$ cat src/rtl/instruction_execute.sv
// Execute stage: forwarding muxes, ALU, BEQ resolution with a two-slot squash window,
// and load-use bubble insertion. All outputs except load_use_hazard_x70 are registered.
module instruction_execute (
    input  logic               clk_x70,
    input  logic               rst_x70,
    input  logic               stall_x70,
    input  logic [2:0]         inst_type_x70,
    input  logic signed [31:0] A_x70,
    input  logic signed [31:0] B_x70,
    input  logic [4:0]         sourceA_x70,
    input  logic [4:0]         sourceB_x70,
    input  logic [4:0]         target_x70,
    input  logic signed [25:0] Joffset_x70,
    input  logic [31:0]        pc_x70,
    input  logic [31:0]        wb_fwd_tapout_value_x70,
    input  logic [4:0]         wb_fwd_tapout_target_x70,
    input  logic               wb_fwd_valid_x70,
    output logic [31:0]        alu_result_x70,
    output logic [4:0]         dest_x70,
    output logic               reg_write_en_x70,
    output logic               mem_read_x70,
    output logic               valid_out_x70,
    output logic               branch_taken_x70,
    output logic [31:0]        branch_target_x70,
    output logic               flush_x70,
    output logic               load_use_hazard_x70
);

    typedef enum logic [2:0] {
        OpNop = 3'd0,
        OpAdd = 3'd1,
        OpSub = 3'd2,
        OpAnd = 3'd3,
        OpOr  = 3'd4,
        OpBeq = 3'd5,
        OpLw  = 3'd6,
        OpSlt = 3'd7
    } op_e;

    op_e         op;
    logic [1:0]  squash_q, squash_d;
    logic        squashing;

    logic        ex_fwd_ok;
    logic        ex_fwd_a, ex_fwd_b;
    logic        wb_fwd_ok;
    logic        wb_fwd_a, wb_fwd_b;
    logic [31:0] op_a, op_b;

    logic [31:0] sum, diff, br_off, br_target;
    logic        slt_bit, eq_bit;

    logic [31:0] alu_result_d;
    logic [4:0]  dest_d;
    logic        reg_write_en_d;
    logic        mem_read_d;
    logic        valid_out_d;
    logic        branch_taken_d;
    logic [31:0] branch_target_d;
    logic        flush_d;

    assign op        = op_e'(inst_type_x70);
    assign squashing = (squash_q != 2'd0);

    // A held load cannot forward its address; its data arrives later via the WB tap.
    assign ex_fwd_ok = reg_write_en_x70 && !mem_read_x70 && (dest_x70 != 5'd0);
    assign ex_fwd_a  = ex_fwd_ok && (dest_x70 == sourceA_x70);
    assign ex_fwd_b  = ex_fwd_ok && (dest_x70 == sourceB_x70);

    assign wb_fwd_ok = wb_fwd_valid_x70 && (wb_fwd_tapout_target_x70 != 5'd0);
    assign wb_fwd_a  = wb_fwd_ok && (wb_fwd_tapout_target_x70 == sourceA_x70);
    assign wb_fwd_b  = wb_fwd_ok && (wb_fwd_tapout_target_x70 == sourceB_x70);

    always_comb begin
        op_a = A_x70;
        if (ex_fwd_a) begin
            op_a = alu_result_x70;
        end else if (wb_fwd_a) begin
            op_a = wb_fwd_tapout_value_x70;
        end
    end

    always_comb begin
        op_b = B_x70;
        if (ex_fwd_b) begin
            op_b = alu_result_x70;
        end else if (wb_fwd_b) begin
            op_b = wb_fwd_tapout_value_x70;
        end
    end

    assign sum       = op_a + op_b;
    assign diff      = op_a - op_b;
    assign slt_bit   = ($signed(op_a) < $signed(op_b));
    assign eq_bit    = (op_a == op_b);
    assign br_off    = {{4{Joffset_x70[25]}}, Joffset_x70, 2'b00};
    assign br_target = pc_x70 + 32'd4 + br_off;

    assign load_use_hazard_x70 = valid_out_x70 && mem_read_x70 && (dest_x70 != 5'd0) &&
                                 (op != OpNop) && !squashing &&
                                 ((sourceA_x70 == dest_x70) ||
                                  ((sourceB_x70 != 5'd0) && (sourceB_x70 == dest_x70)));

    always_comb begin
        alu_result_d    = 32'd0;
        dest_d          = 5'd0;
        reg_write_en_d  = 1'b0;
        mem_read_d      = 1'b0;
        valid_out_d     = 1'b0;
        branch_taken_d  = 1'b0;
        branch_target_d = 32'd0;
        flush_d         = 1'b0;
        squash_d        = squash_q;

        if (squashing) begin
            squash_d = squash_q - 2'd1;
        end else if ((op != OpNop) && !load_use_hazard_x70) begin
            valid_out_d = 1'b1;
            case (op)
                OpAdd: begin
                    alu_result_d   = sum;
                    dest_d         = target_x70;
                    reg_write_en_d = 1'b1;
                end
                OpSub: begin
                    alu_result_d   = diff;
                    dest_d         = target_x70;
                    reg_write_en_d = 1'b1;
                end
                OpAnd: begin
                    alu_result_d   = op_a & op_b;
                    dest_d         = target_x70;
                    reg_write_en_d = 1'b1;
                end
                OpOr: begin
                    alu_result_d   = op_a | op_b;
                    dest_d         = target_x70;
                    reg_write_en_d = 1'b1;
                end
                OpSlt: begin
                    alu_result_d   = {31'd0, slt_bit};
                    dest_d         = target_x70;
                    reg_write_en_d = 1'b1;
                end
                OpLw: begin
                    alu_result_d   = sum;
                    dest_d         = target_x70;
                    reg_write_en_d = 1'b1;
                    mem_read_d     = 1'b1;
                end
                OpBeq: begin
                    branch_target_d = br_target;
                    if (eq_bit) begin
                        branch_taken_d = 1'b1;
                        flush_d        = 1'b1;
                        squash_d       = 2'd2;
                    end
                end
                default: begin
                    valid_out_d = 1'b0;
                end
            endcase
        end
    end

    always_ff @(posedge clk_x70) begin
        if (rst_x70) begin
            alu_result_x70    <= 32'd0;
            dest_x70          <= 5'd0;
            reg_write_en_x70  <= 1'b0;
            mem_read_x70      <= 1'b0;
            valid_out_x70     <= 1'b0;
            branch_taken_x70  <= 1'b0;
            branch_target_x70 <= 32'd0;
            flush_x70         <= 1'b0;
            squash_q          <= 2'd0;
        end else if (!stall_x70) begin
            alu_result_x70    <= alu_result_d;
            dest_x70          <= dest_d;
            reg_write_en_x70  <= reg_write_en_d;
            mem_read_x70      <= mem_read_d;
            valid_out_x70     <= valid_out_d;
            branch_taken_x70  <= branch_taken_d;
            branch_target_x70 <= branch_target_d;
            flush_x70         <= flush_d;
            squash_q          <= squash_d;
        end
    end

endmodule

$ cat config.mk
export PLATFORM = sky130hd
export DESIGN_NAME = instruction_execute
export DESIGN_NICKNAME = d
export VERILOG_FILES = /design/src/rtl/instruction_execute.sv
export SDC_FILE = /design/constraint.sdc
export NUM_CORES = 1
export LEC_CHECK = 0
export ABC_AREA = 1
export CORE_MARGIN = 4
export CORE_UTILIZATION = 40
export DETAILED_ROUTE_END_ITERATION = 12
export DONT_BUFFER_PORTS = 1
export GPL_ROUTABILITY_DRIVEN = 0
export PLACE_DENSITY = 0.61
export SLEW_MARGIN = 10
export SYNTH_ARGS = -nofsm -noshare
export SYNTH_HDL_FRONTEND = slang
export SYNTH_SLANG_ARGS = --single-unit
$ cat constraint.sdc
create_clock -name clk_x70 -period 8.45 [get_ports clk_x70]
set_input_delay 1.69 -clock clk_x70 [delete_from_list [all_inputs] [get_ports clk_x70]]
set_output_delay 1.69 -clock clk_x70 [all_outputs]
set_load 0.01 [all_outputs]
==> flow_summary_export.csv <==
group,metric,value,unit
status,status,"finished clean",
critical_path,cp_data_required_time,8.75,ns
logic_synthesis,synth_edf_count,0,
critical_path,cpPeakStageDelay,0.51,ns
clock_network,cts-root-buf,"clkbuf_16",
clock_network,cts_tree,"built",
die,start_util,40.58,%
die,ioPinCount,256,
grt,grt_pass1_vias,14370,
clock_network,cts_sinks,75,
power_and_ir_drop,powerDensity,122.7,nW/µm²
critical_path,cp_common_cell,"nand3_1",
critical_path,r2r_end,"alu_result_x70[24]",
timing,period_minus_slack,5.350,ns
critical_path,ff2ff_setup_slack,3.80,ns
drt,viasPerCell,5.608,
job,max-cap-violations,0,
grt,grt_max_degree,67,
cells_and_area,n_antenna_cell,0,
logic_synthesis,synthCells,2285,
critical_path,end_kind,"flop",
hold_path,holdPathStages,2,
critical_path,cp_max_fo,38,
cells_and_area,nets,2565,
logic_synthesis,ys_seq_area_share,11.73,%
timing,max_freq,186.9,MHz
place,port_buffers,0,
logic_synthesis,synth_area_leaders,"nand2_1 21%, ha_1 15%, dfxtp_1 12%, inv_1 11%, nand3_1 8.1%",
cells_and_area,nFillCells,3527,
hold_path,hp-class,"reg -> reg",
die,design.core.area,31560,µm²
clock_network,cts_setup_buffers,0,
drt,drc_errors,0,
logic_synthesis,synth.top_cell.area_share,21.28,%
drt,drtAntennaViolNets,0,
hold_path,min_to,"squash_q[0]",
grt,grt_pass1_wl,76620,µm
timing,skew,0.01818,ns
drt,wl_per_cell,18.95,µm
timing,hold_viol,0,
drt,wirelength,49890,µm
clock_network,clock_latency,0.38,ns
timing,slew-limit-headroom,34.96,%
cells_and_area,multi_input_area,9503,µm²
logic_synthesis,avgSynthCellArea,5.604,µm²
cells_and_area,drive_above_1_share,4.260,%
cells_and_area,utilization,42.00,%
die,fp.dieH,186.9,µm
cells_and_area,area_growth,3.508,%
timing,rsz0062_at_grt,"false",
logic_synthesis,syn_area,12800,µm²
timing,post-route-period-util,63.32,%
logic_synthesis,yosysWarnings,0,
critical_path,critPathArrivalTime,5.65,ns
power_and_ir_drop,p_leak,7.063,nW
clock_network,holdBufCountCts,0,
logic_synthesis,ys_seq_elements,75,
clock_network,cts_max_level,3,
power_and_ir_drop,vdd_drop_max,0.1033,mV
die,die-area,34940,µm²
clock_network,post_cts.resized_instances,0,
timing,hold_slack,0.4567,ns
grt,antenna_found_initial,1,
clock_network,numCtsBuffers,9,
power_and_ir_drop,power,1.626,mW
clock_network,clockBufferDepth,2,
critical_path,r2r_cells,21,
critical_path,r2r-start,"dest_x70[1]",
die,rows,65,
critical_path,crit_chain,"xor2_1, nor2_1, nand3_2, buf_4, o21ai_0, inv_1, ha_1, fa_1, nand3_1, nand3_1, nand2_1, nand3_1, nand2_1, nand3_1, nand2_1, nand3_1, nand3_1, nand2_1, a21oi_1",
cells_and_area,mostFrequentLayoutCell,"nand2_1",
timing,setup_viol,0,
logic_synthesis,synth_fp_nets,2624,
cells_and_area,final_cell_mix,"726 x nand2_1, 362 x inv_1, 207 x nand3_1",
place,dp_hpwl,40390,µm
drt,drt_iter0_markers,1519,
timing,finalMaxSlewViolations,0,
critical_path,crit_type,"in -> reg",
grt,track_usage,27.02,%
critical_path,cp_slowest_cell,"nand3_2",
clock_network,path_clk_slew,0.07,ns
logic_synthesis,synth_cell_type_count,52,
drt,first_pass_iters,6,
hold_path,hp-start,"squash_q[0]",
cells_and_area,seq_area,1501,µm²
die,die_w,186.9,µm
logic_synthesis,yosysTopAreaCell,"nand2_1",
timing,fin_tns_setup,0,ns
logic_synthesis,async_reset_ff_share,0,%
timing,tightest_slew,0.9703,ns
drt,vias,14760,
grt,grt-ovfl-total,0,
critical_path,start_kind,"primary input",
logic_synthesis,ys.flop_type,"dfxtp_1",
==> cell families (layout without fill, tap and decap cells) <==
| logic type | after synthesis | in the layout | synth area share (%) |
|---|---|---|---|
| xor gates and xnor gates | 30 | 30 | 2.052 |
| and+or+nand+nor | 1226 | 1226 | 41.14 |
| AOI/OAI and AO/OA | 347 | 347 | 15.41 |
| buffers and inverters | 449 | 394 | 14.06 |
| adders and majority gates | 158 | 158 | 15.61 |
| DFF | 75 | 75 | 11.73 |
==> stage by stage <==
| step | instances | worst slack [ns] | area [µm²] |
|---|---|---|---|
| 2_1_floorplan | 2285 | 3.963 | 12800 |
| 3_3_place_gp | 2617 | 2.885 | 12960 |
| 3_5_place_dp | 2617 | 2.766 | 12960 |
| 4_1_cts | 2632 | 3.159 | 13250 |
| 5_1_grt | 2632 | 2.747 | 13250 |
| 6_report | 2632 | 3.100 | 13250 |
==> worst max path at each step <==
stage	startpoint	end	slack [ns]	cells past startpoint
6_report	sourceA_x70[3]	alu_result_x70[24]	3.10	19
5_1_grt	sourceA_x70[3]	alu_result_x70[20]	2.75	21
4_1_cts	sourceA_x70[1]	alu_result_x70[24]	3.16	21
3_5_place_dp	sourceA_x70[1]	alu_result_x70[24]	2.77	21
3_3_place_gp	sourceA_x70[1]	alu_result_x70[12]	2.89	20
2_1_floorplan	sourceB_x70[3]	alu_result_x70[30]	3.96	21
==> synth_stat cells (all sizes together) (4+ instances only) <==
cell,instances
xor2,25
clkbuf,36
dfxtp,75
nor4,5
ha,155
a21oi,145
xnor2,5
nor3,19
nor2,195
o22ai,24
nand2,730
and3,4
nand4,27
o21ai,135
nand3b,17
o21bai,6
a31oi,4
inv,372
a22oi,22
nand3,216
buf,41
or2,7
==> registers in the layout, indices dropped and copies added (netlist names) <==
signal             count
alu_result_x70        32
branch_target_x70     32
dest_x70               5
flush_x70              1
mem_read_x70           1
reg_write_en_x70       1
squash_q               2
valid_out_x70          1
==> critical path, delay by kind of cell <==
kind	cells	cell delay (ns)
simple gates	12	1.92
buf+inv	2	0.57
compound gates	2	0.52
fa+ha+maj	2	0.77
xor+xnor	1	0.13
==> where the power goes <==
part	total (mW)	internal (mW)	switching (mW)
registers	0.402	0.369	0.0328
clock network	0.430	0.231	0.199
logic	0.794	0.248	0.546
==> final cells by class <==
| type | instances | area share (%) |
|---|---|---|
| Multi-Input combinational cell | 1761 | 71.70 |
| Sequential cell | 75 | 11.33 |
| Inverter | 372 | 10.55 |
| Tap cell | 402 | 3.795 |
| Clock buffer | 9 | 1.699 |
| Clock inverter | 6 | 0.5286 |
| Timing Repair Buffer | 7 | 0.3965 |
==> metal layers <==
layer | track usage (%) | vias to the layer above | share of wire (%)
li1 | - | 7176 | -
met1 | 31.08 | 6719 | 39
met2 | 47.39 | 699 | 47
met3 | 6.868 | 163 | 9.6
met4 | 11.95 | 2 | 4.8
met5 | 0 | - | 0.024
Power figures use the tool's default switching activity.
==> variant: new RTL, same flow settings <==
Reset style: asynchronous (`rst_x70`), changed in one clocked block.
--- a/src/rtl/instruction_execute.sv
+++ b/src/rtl/instruction_execute.sv
@@ -163,7 +163,7 @@
         end
     end
 
-    always_ff @(posedge clk_x70) begin
+    always_ff @(posedge clk_x70 or posedge rst_x70) begin
         if (rst_x70) begin
             alu_result_x70    <= 32'd0;
             dest_x70          <= 5'd0;
Function: differs if rst_x70 is asserted again (counterexample within 4 cycles, from zero or initial values and one cycle with rst_x70 high); with rst_x70 held inactive, the same outputs for 4 cycles.
==> variant against the original RTL <==
Fmax is 0.63% higher. Worst setup slack gained 0.034 ns. Highest routed layer unchanged. Sequential power grew 30%. Power increased by 22%. Wire length decreased by 5.0%. Global-route usage shrank 0.89 points. Sequential cell count stayed put. Final area up 0.53%. Clock skew decreased by 0.0062 ns. First-iteration DRC count down 15%. Synthesized cell count rose by 0.53%. Synthesized area hardly changed. Critical path depth rose by 3.
==> variant: results (changes against the original RTL) <==
Achievable Freq=188 MHz (was 187 MHz); Slew Limit Fails=0 (unchanged); clock slew at reported path FFs=0.07 ns (about the same); arrival time at the worst endpoint=5.63 ns (was 5.65 ns); worst clock skew=0.0120 ns (was 0.0182 ns); DR iter-0 viols=1286 (was 1519); routed via count=14266 (was 14759); global-route wire length before repair=73700 µm (was 76600 µm); most used flip-flop cell after synthesis=dfrtp_1 (was dfxtp_1); ranking of synthesized cells by area=nand2_1 (22%), ha_1 (15%), dfrtp_1 (15%), inv_1 (12%), nor2_1 (6.4%) (was nand2_1 (21%), ha_1 (15%), dfxtp_1 (12%), inv_1 (11%), nand3_1 (8.1%)); total wire length after detailed routing=47400 µm (was 49900 µm); biggest registers after layout=alu_result_x70 (32), branch_target_x70 (32), dest_x70 (5) (unchanged); number of nets in the synthesized netlist=2636 (was 2624); met3 Use GR=0.0635 (was 0.0687); global-route usage over all layers=0.261 (was 0.270); maximum ir drop on the vdd rail=0.0864 mV (was 0.103 mV); max_slew headroom=0.352 (was 0.350); antenna violations before repair=6 (was 1); worst reg2reg path depth=22 (was 21); GRT met2 Usage=0.460 (was 0.474); via count of the first global-routing pass=13759 (was 14372); clock latency of the later-clocked register in the worst-skew pair=0.37 ns; CP startpoint=wb_fwd_tapout_target_x70[3] (was sourceA_x70[3]); register area share after synthesis=0.147 (was 0.117); post-cts repair resize count=0 (unchanged); sink count of the clock tree=75 (unchanged); flop-to-flop setup slack=4.01 ns (was 3.80 ns); unique cell type count in the Yosys netlist=40 (was 52); fin nets=2581 (was 2565); outcome=finished clean (unchanged); pin count of the biggest net entering global routing=71 (was 67); clock buffer count from CTS=9 (unchanged); worst stage delay on the critical path=0.50 ns; Async S/R FF share, synth=1.00 (was 0); number of optimization iterations in the first detailed-route pass=8 (was 6); layout filler cell count=3492 (was 3527); leakage=7.86 nW (was 7.06 nW); critical path class=in -> reg (unchanged); slowest library cell on the worst path=and2_2 (was nand3_2); met1 track demand over resource=0.309 (was 0.311); worst slack at placement=2.88 ns (was 2.77 ns); Tightest Hold Check Type=reg -> reg (unchanged); ranking of synthesized cells by instance count=nand2_1 (746), inv_1 (424), nor2_1 (219) (was nand2_1 (726), inv_1 (362), nand3_1 (207)); DPL Wire Length=38200 µm (was 40400 µm); Synth Warn #=0 (unchanged); share of cells above drive strength 1=0.0182 (was 0.0426); worst-path maximum fanout=36 (was 38); Reg2Reg Launch Point=dest_x70[2]$_DFFE_PP0N_ (was dest_x70[1]$_SDFFE_PP0N_); reg-to-reg endpoint=alu_result_x70[26]$_DFFE_PP0N_ (was alu_result_x70[24]$_SDFFE_PP0N_); Hold Slack=0.482 ns (was 0.457 ns); total of buffers placed on input and output ports=0 (unchanged); cell count of the worst hold path=2 (unchanged); terminating pin of the worst hold path=squash_q[0]$_DFFE_PP0P_ (was squash_q[0]$_SDFFE_PP0P_); startpoint of the tightest hold check path=squash_q[0]$_DFFE_PP0P_ (was squash_q[0]$_SDFFE_PP0P_)
variant: cell types whose count changed after synthesis, sizes merged, moves of 7 or more:
cell,change
nand3,-66
nand2,+17
dfxtp,-75
inv,+53
dfrtp,+75
o22ai,+7
nor2,+24
clkbuf,-11
a22oi,-22
buf,+8
nand3b,-7
variant: layout make-up:
class,instances,area share
clock buffer,12,0.0200
inverter,425,0.120
timing repair buffer,8,0.00451
clock inverter,4,0.00235
antenna,5,0.000939
tap,402,0.0378
multi-input combinational,1723,0.674
sequential,75,0.141
variant: logic make-up (layout without fill, tap and decap cells):
kind of cell / after synthesis / after routing / share of synthesized area
and+or+nand+nor: 1187 / 1187 / 0.378
buffers and inverters: 499 / 449 / 0.154
AOI/OAI and AO/OA: 343 / 343 / 0.142
adders and majority gates: 158 / 158 / 0.156
DFF: 75 / 75 / 0.147
xor gates and xnor gates: 35 / 35 / 0.0239
other: 0 / 5 / 0
variant: metal layers:
layer / vias up / part of all wire
met2: 603 / 0.48
li1: 7078 / -
met1: 6469 / 0.40
met3: 114 / 0.084
met5: - / 0.00042
met4: 2 / 0.036
variant: where the power goes:
group	total (W)	switching (W)	internal, W
Sequential	0.000521	0.000108	0.000413
Combinational	0.00104	0.000718	0.000317
Clock	0.000420	0.000193	0.000226
Total	0.00198	0.00102	0.000956
variant: critical path, delay by kind of cell:
kind / cells / cell delay, ns
buffers and inverters: 1 / 0.45
adders and majority gates: 2 / 0.75
xor gates and xnor gates: 1 / 0.14
AOI/OAI and AO/OA: 2 / 0.20
and+or+nand+nor: 16 / 2.40
variant: per-stage QoR:
| step | area, µm² | cells |
|---|---|---|
| floorplan | 12800 | 2297 |
| global placement | 13000 | 2633 |
| detailed placement | 13000 | 2633 |
| CTS | 13300 | 2649 |
| global route | 13300 | 2654 |
| finish | 13300 | 2654 |
